## src/rtl/load_value_scheduler_pkg.sv

```systemverilog
// Shared types and constants for the load value scheduler and its arbiter.
package load_sched_pkg;

  typedef enum logic [1:0] {
    IDLE      = 2'd0,
    ISSUE     = 2'd1,
    WAIT_WRAP = 2'd2,
    DONE      = 2'd3
  } state_e;

  localparam int LOADS_DONE_W = 8;

  // Terminal count of a free-running counter of the given width.
  function automatic int max_count(input int width);
    return (1 << width) - 1;
  endfunction

endpackage

```

## src/rtl/load_value_scheduler_if.sv

```systemverilog
// Requester, counter-side and status signals of the load value scheduler.
interface load_value_scheduler_if #(
  parameter int WIDTH   = 4,
  parameter int NUM_REQ = 4
);
  import load_sched_pkg::*;

  localparam int IDW = $clog2(NUM_REQ);

  logic [NUM_REQ-1:0]       Req;
  logic [NUM_REQ*WIDTH-1:0] Req_Value;
  logic [NUM_REQ-1:0]       Ack;
  logic                     Busy;
  logic [IDW-1:0]           Grant_Id;
  logic                     Load_Value_Valid;
  logic [WIDTH-1:0]         Load_Value;
  logic [WIDTH-1:0]         Count;
  logic [LOADS_DONE_W-1:0]  Loads_Done;

  // The scheduler is the slave of the requesters and watches the counter.
  modport slave (
    input  Req, Req_Value, Count,
    output Ack, Busy, Grant_Id, Load_Value_Valid, Load_Value, Loads_Done
  );

  modport master (
    output Req, Req_Value, Count,
    input  Ack, Busy, Grant_Id, Load_Value_Valid, Load_Value, Loads_Done
  );

endinterface

```

## src/rtl/load_value_scheduler_rr_arbiter.sv

```systemverilog
// Combinational round-robin pick: first requesting index at or after ptr, wrapping.
module rr_arbiter #(
  parameter  int NUM_REQ = 4,
  localparam int IDW     = $clog2(NUM_REQ)
) (
  input  logic [NUM_REQ-1:0] req,
  input  logic [IDW-1:0]     ptr,
  output logic [IDW-1:0]     grant,
  output logic               any_req
);

  int idx;

  always_comb begin
    // NOTE: every output gets a default before the loop, so no path infers a latch.
    grant   = '0;
    any_req = 1'b0;
    idx     = 0;
    for (int i = 0; i < NUM_REQ; i++) begin
      idx = int'(ptr) + i;
      if (idx >= NUM_REQ) idx = idx - NUM_REQ;
      if (!any_req && req[idx[IDW-1:0]]) begin
        any_req = 1'b1;
        grant   = idx[IDW-1:0];
      end
    end
  end

endmodule

```

## src/rtl/load_value_scheduler.sv

```systemverilog
// Arbitrates requesters onto a shared load value counter and acknowledges each
// winner once the counter has actually taken its value at the wrap.
module load_value_scheduler
  import load_sched_pkg::*;
#(
  parameter int WIDTH   = 4,
  parameter int NUM_REQ = 4
) (
  input logic                  Clk,
  input logic                  Rst_l,
  load_value_scheduler_if.slave bus
);

  localparam int               IDW     = $clog2(NUM_REQ);
  localparam logic [WIDTH-1:0] CNT_MAX = WIDTH'(max_count(WIDTH));

  state_e                  state_q, state_d;
  logic [IDW-1:0]          grant_id_q, grant_id_d;
  logic [IDW-1:0]          rr_ptr_q, rr_ptr_d;
  logic [WIDTH-1:0]        load_value_q, load_value_d;
  logic                    lvv_q, lvv_d;
  logic                    busy_q, busy_d;
  logic [NUM_REQ-1:0]      ack_q, ack_d;
  logic [LOADS_DONE_W-1:0] loads_done_q, loads_done_d;

  logic [IDW-1:0] arb_grant;
  logic           arb_any;

  rr_arbiter #(.NUM_REQ(NUM_REQ)) u_arb (
    .req     (bus.Req),
    .ptr     (rr_ptr_q),
    .grant   (arb_grant),
    .any_req (arb_any)
  );

  always_comb begin
    state_d      = state_q;
    grant_id_d   = grant_id_q;
    rr_ptr_d     = rr_ptr_q;
    load_value_d = load_value_q;
    loads_done_d = loads_done_q;

    case (state_q)
      IDLE: begin
        if (arb_any) begin
          state_d      = ISSUE;
          grant_id_d   = arb_grant;
          load_value_d = bus.Req_Value[int'(arb_grant)*WIDTH +: WIDTH];
          rr_ptr_d     = (arb_grant == IDW'(NUM_REQ-1)) ? '0 : arb_grant + 1'b1;
        end
      end
      ISSUE:     state_d = WAIT_WRAP;
      // The counter flag is armed here, so the next wrap loads our value.
      WAIT_WRAP: begin
        if (bus.Count == CNT_MAX) begin
          state_d = DONE;
          if (loads_done_q != '1) loads_done_d = loads_done_q + 1'b1;
        end
      end
      DONE:      state_d = IDLE;
      default:   state_d = IDLE;
    endcase

    // Outputs are decoded from the next state so they leave flops directly.
    lvv_d  = (state_d == ISSUE);
    busy_d = (state_d != IDLE);
    ack_d  = '0;
    if (state_d == DONE) ack_d[grant_id_d] = 1'b1;
  end

  always_ff @(posedge Clk or negedge Rst_l) begin
    if (!Rst_l) begin
      state_q      <= IDLE;
      grant_id_q   <= '0;
      rr_ptr_q     <= '0;
      load_value_q <= '0;
      lvv_q        <= 1'b0;
      busy_q       <= 1'b0;
      ack_q        <= '0;
      loads_done_q <= '0;
    end else begin
      // NOTE: non-blocking so every flop updates from pre-edge values.
      state_q      <= state_d;
      grant_id_q   <= grant_id_d;
      rr_ptr_q     <= rr_ptr_d;
      load_value_q <= load_value_d;
      lvv_q        <= lvv_d;
      busy_q       <= busy_d;
      ack_q        <= ack_d;
      loads_done_q <= loads_done_d;
    end
  end

  assign bus.Ack              = ack_q;
  assign bus.Busy             = busy_q;
  assign bus.Grant_Id         = grant_id_q;
  assign bus.Load_Value_Valid = lvv_q;
  assign bus.Load_Value       = load_value_q;
  assign bus.Loads_Done       = loads_done_q;

endmodule

```

## src/flat_wrapper.sv

```systemverilog
// flat-port wrapper written by rule: the top's interface ports become plain ports
module load_value_scheduler_flat import load_sched_pkg::*;
#(
  parameter int WIDTH   = 4,
  parameter int NUM_REQ = 4
)
  (Clk, Rst_l, bus_Req, bus_Req_Value, bus_Count, bus_Ack, bus_Busy, bus_Grant_Id, bus_Load_Value_Valid, bus_Load_Value, bus_Loads_Done);
  load_value_scheduler_if #(.WIDTH(WIDTH), .NUM_REQ(NUM_REQ)) bus_i ();
  input logic Clk;
  input logic Rst_l;
  input wire logic [$bits(bus_i.Req)-1:0] bus_Req;
  input wire logic [$bits(bus_i.Req_Value)-1:0] bus_Req_Value;
  input wire logic [$bits(bus_i.Count)-1:0] bus_Count;
  output wire logic [$bits(bus_i.Ack)-1:0] bus_Ack;
  output wire logic [$bits(bus_i.Busy)-1:0] bus_Busy;
  output wire logic [$bits(bus_i.Grant_Id)-1:0] bus_Grant_Id;
  output wire logic [$bits(bus_i.Load_Value_Valid)-1:0] bus_Load_Value_Valid;
  output wire logic [$bits(bus_i.Load_Value)-1:0] bus_Load_Value;
  output wire logic [$bits(bus_i.Loads_Done)-1:0] bus_Loads_Done;
  assign bus_i.Req = bus_Req;
  assign bus_i.Req_Value = bus_Req_Value;
  assign bus_i.Count = bus_Count;
  assign bus_Ack = bus_i.Ack;
  assign bus_Busy = bus_i.Busy;
  assign bus_Grant_Id = bus_i.Grant_Id;
  assign bus_Load_Value_Valid = bus_i.Load_Value_Valid;
  assign bus_Load_Value = bus_i.Load_Value;
  assign bus_Loads_Done = bus_i.Loads_Done;
  load_value_scheduler #(.WIDTH(WIDTH), .NUM_REQ(NUM_REQ)) u_core (.Clk(Clk), .Rst_l(Rst_l), .bus(bus_i));
endmodule
```

## config.mk

```make
export PLATFORM = sky130hd
export DESIGN_NAME = load_value_scheduler_flat
export DESIGN_NICKNAME = d
export VERILOG_FILES = /design/src/rtl/load_value_scheduler_pkg.sv /design/src/rtl/load_value_scheduler_if.sv /design/src/rtl/load_value_scheduler_rr_arbiter.sv /design/src/rtl/load_value_scheduler.sv /design/src/flat_wrapper.sv
export SDC_FILE = /design/constraint.sdc
export NUM_CORES = 1
export LEC_CHECK = 0
export ABC_AREA = 1
export ABC_CLOCK_PERIOD_IN_PS = 3600
export BUFFER_PORTS_ARGS = -buffer_cell sky130_fd_sc_hd__buf_2
export CAP_MARGIN = 20
export CELL_PAD_IN_SITES_DETAIL_PLACEMENT = 0
export CELL_PAD_IN_SITES_GLOBAL_PLACEMENT = 1
export CORE_MARGIN = 10
export CORE_UTILIZATION = 38
export CTS_CLUSTER_SIZE = 28
export DETAILED_ROUTE_END_ITERATION = 10
export PLACE_DENSITY = 0.82
export SYNTH_ARGS = -nofsm -noshare
export SYNTH_HDL_FRONTEND = slang
export SYNTH_SLANG_ARGS = --single-unit
```

## constraint.sdc

```tcl
create_clock -name Clk -period 3.6 [get_ports Clk]
set_input_delay 0.36 -clock Clk [delete_from_list [all_inputs] [get_ports Clk]]
set_output_delay 0.36 -clock Clk [all_outputs]
set_load 0.02 [all_outputs]
```

==> flow_summary.rst <==
.. list-table::
   :header-rows: 1

   * - Metric
     - Value
   * - Post-synthesis area per instance
     - 7.57 sq um
   * - Post-route DRC
     - 0
   * - Cell-internal power
     - between 0.0007 and 0.0008 W
   * - Final RePlAce weighted congestion
     - slightly above 0.8
   * - Most instantiated cells after synthesis
     - nand2_1 (62), dfrtp_1 (24), nor2_1 (23), inv_1 (16), nand3_1 (16)
   * - CTS sink count
     - 24
   * - Final period demand of the worst path
     - between 2 and 2.5 ns
   * - Starting utilization of the core area
     - between 30% and 40%
   * - Vias after detailed routing
     - about 1300
   * - Outcome
     - completed
   * - Fin Setup TNS
     - 0 ns
   * - Peak ir drop on the vdd network
     - between 0.3 and 0.4 mV
   * - Synthesis-to-layout area growth
     - 20.7%
   * - Antenna viol nets, final
     - 0
   * - Number of fill cells in the layout
     - ~430
   * - Num CTS Buffers
     - 3
   * - Buffers added on ports
     - between 40 and 50
   * - Reg power frac
     - between 20% and 30%
   * - Floorplan Core Area
     - between 3000 and 4000 sq um
   * - Switching power share of the total
     - about half
   * - Nets
     - 270
   * - HPWL after detailed placement
     - approximately 2.8 mm
   * - Data arrival time of the worst path
     - about 2.3 ns
   * - Worst clock skew
     - approximately 0.0018 ns
   * - Per-cell routed wire length
     - roughly 12 um
   * - Hold bufs inserted after CTS
     - 0
   * - Post-layout util
     - a little under half
   * - Maximum fanout encountered on the critical timing path
     - 11
   * - Proportion of layout cells with a drive suffix above 1
     - between 30% and 40%
   * - Setup Buffers After CTS
     - 0
   * - Synthesized instance count
     - about 190
   * - Clock tree from TritonCTS
     - done
   * - Power density cells
     - slightly above 900 nW/um^2
   * - Leading post-synthesis cells by cell area
     - dfrtp_1 (41%), nand2_1 (16%), nor2_1 (5.9%)
   * - Combinational share of power
     - about three fifths
   * - Main synth FF type
     - dfrtp_1
   * - Number of antenna violations at the first check in global routing
     - 0
   * - Startpoint type of the worst setup path
     - register
   * - Horiz. Die Dim
     - around 80 um
   * - Setup repair after global routing missed its margin
     - no
   * - Number of enable-type register cells in the synthesized netlist
     - 0
   * - Worst min-delay path class
     - in2async
   * - Kind of critical path
     - reg2reg
   * - Library cell with the highest instance count after synthesis
     - nand2_1
   * - Max cap viols
     - 0
   * - First-pass iteration count of the detailed router
     - 4
   * - Ant. Diodes
     - 0
   * - Post-synthesis register bit count
     - 24
   * - Count of instances resized after the clock tree is built
     - 0
   * - Least-Margin Pin Slew
     - around 0.54 ns
   * - Wire length of the first global-routing pass
     - 5.82 mm
   * - Yosys synthesis warning count
     - 0
   * - Number of core rows
     - 22
   * - Type of element capturing the critical path
     - register
   * - Via count of the first global-routing pass
     - 1266
   * - Top cell type by total area after synthesis
     - dfrtp_1
   * - Clk pwr share
     - a little under an eighth
   * - Final Max Tran Viols
     - 0
   * - CP required
     - approximately 3.8 ns
   * - Async SR Flop Fraction
     - between 90% and 100%
   * - Number of buffers on the longest clock path
     - 2
   * - Syn_nets
     - roughly 220
   * - Fin crit share
     - about three fifths
   * - Proportion of synthesized chip area in sequential cells
     - between 40% and 50%
   * - Total I/O pin count
     - 46
   * - Worst-case hold slack
     - approximately 0.07 ns
   * - Hold violation total from the final report
     - 0
   * - Final Worst Setup Slack
     - 1.45 ns
   * - Area enclosed by the die boundary
     - around 6700 sq um
   * - Violation count after the first detailed-routing iteration
     - 67
   * - Worst setup slack before clock tree synthesis
     - 1.45 ns
   * - Vias per cell
     - 4.59
   * - Final setup violation count
     - 0
   * - Maximum number of pins on one net before global-route repair
     - 25
   * - Y dimension of the die
     - ~80 um
   * - Unique cell type count in the Yosys netlist
     - 24
   * - Number of levels in the clock H-tree
     - 1
   * - Global route total overflow
     - 0
   * - Highest achievable clock rate
     - around 460 MHz
   * - Top-area cell type share of the netlist area
     - 41.1%
   * - Clk slew on worst S/H paths
     - ~0.080 ns
   * - Post-synth design cell area
     - around 1500 sq um
   * - Relative slew slack
     - roughly 64%
   * - CTS Root Buffer Type
     - clkbuf_8
   * - Clock latency of the later-clocked register in the worst-skew pair
     - about 0.26 ns
   * - Total routing usage reported by global routing
     - 10.7%
   * - Leakage power total
     - 1.01 nW
   * - Detailed Route WL
     - 3.55 mm
   * - Switch Pwr
     - between 0.0008 and 0.0009 W
flip-flops by register name, summed over array words and instances, names as in the netlist:
signal                       count
u_core.bus.Loads_Done            8
u_core.bus.Ack                   4
u_core.bus.Load_Value            4
u_core.bus.Grant_Id              2
u_core.rr_ptr_q                  2
u_core.state_q                   2
u_core.bus.Busy                  1
u_core.bus.Load_Value_Valid      1
per-stage QoR:
stage               cell area, sq um  total power, W  cells
CTS                             1760         0.00162    287
detailed placement              1710         0.00143    283
global placement                1710         0.00145    283
floorplan                       1460         0.00125    193
global route                    1760         0.00179    287
finish                          1760         0.00160    287
placed cells by master, fill, tap and decap left out:
cell and n:
o21ai_0 2, o21ai_1 1, xor2_1 3, nand2_1 62, dfrtp_1 24, o31ai_1 1, clkbuf_8 4, buf_2 45
ha_1 4, a21oi_2 1, xnor2_1 4, nand3_2 2, inv_1 16, nand2_2 7, a31oi_1 1, and2_1 1
nor2_1 23, nand3_1 16, or2_2 4, inv_6 1, nand3_4 1, nand4_1 9, inv_2 3, nor2_2 4
critical path: stages, from the launching register on:
cell,delay [ns]
dfrtp_1,0.59
nand2_1,0.15
nand3_1,0.14
nand2_1,0.10
nor2_2,0.14
nand3_2,0.26
nand2_2,0.19
inv_2,0.09
or2_2,0.27
nand2_1,0.08
nor2_2,0.03
per-layer routing:
| metal | share of wire [%] | track usage, % |
|---|---|---|
| met2 | 41 | 15.2 |
| met5 | 0 | 0 |
| met4 | 0.34 | 2.55 |
| met1 | 48 | 14.6 |
| met3 | 10 | 4.69 |
cells by family after synthesis:
family | Yosys count | synth area share [%]
AND/OR/NAND/NOR | 129 | 40.6
flip-flops | 24 | 41.1
buffers and inverters | 23 | 8.05
XOR/XNOR | 7 | 4.20
AO/OA/AOI/OAI | 6 | 2.57
adder cells (fa/ha/maj) | 4 | 3.43
power groups by stage:
stage / Sequential [W] / Clock (W) / Combinational (W)
4_1_cts: 0.000442 / 0.000186 / 0.000996
6_report: 0.000441 / 0.000181 / 0.000979
5_1_grt: 0.000456 / 0.000197 / 0.00114
3_3_place_gp: 0.000447 / 0 / 0.00100
3_5_place_dp: 0.000445 / 0 / 0.000988
2_1_floorplan: 0.000512 / 0 / 0.000742
layout make-up:
class / count / area (sq um) / share of cell area [%]
Clock buffer: 4 / 55.1 / 3.12
Inverter: 20 / 80.1 / 4.54
Multi-Input combinational cell: 146 / 742 / 42.1
Timing Repair Buffer: 45 / 225 / 12.8
Tap cell: 48 / 60.1 / 3.41
Sequential cell: 24 / 601 / 34.1
path summary, 6_finish.rpt:
path	slack, ns	start	cells after the start	to
min in group Clk	0.42	bus_Req_Value[9]	5	u_core.bus.Load_Value[1]$_DFFE_PN0P_
max in group asynchronous	3.18	Rst_l	1	u_core.rr_ptr_q[0]$_DFFE_PN0P_
hold / removal	0.07	Rst_l	1	u_core.bus.Loads_Done[0]$_DFFE_PN0P_
hold reg to reg	0.51	u_core.bus.Loads_Done[7]$_DFFE_PN0P_	1	u_core.bus.Loads_Done[7]$_DFFE_PN0P_
setup reg to reg	1.45	u_core.rr_ptr_q[0]$_DFFE_PN0P_	10	u_core.bus.Load_Value[2]$_DFFE_PN0P_
setup / recovery	1.45	u_core.rr_ptr_q[0]$_DFFE_PN0P_	10	u_core.bus.Load_Value[2]$_DFFE_PN0P_
Power figures use the tool's default switching activity.
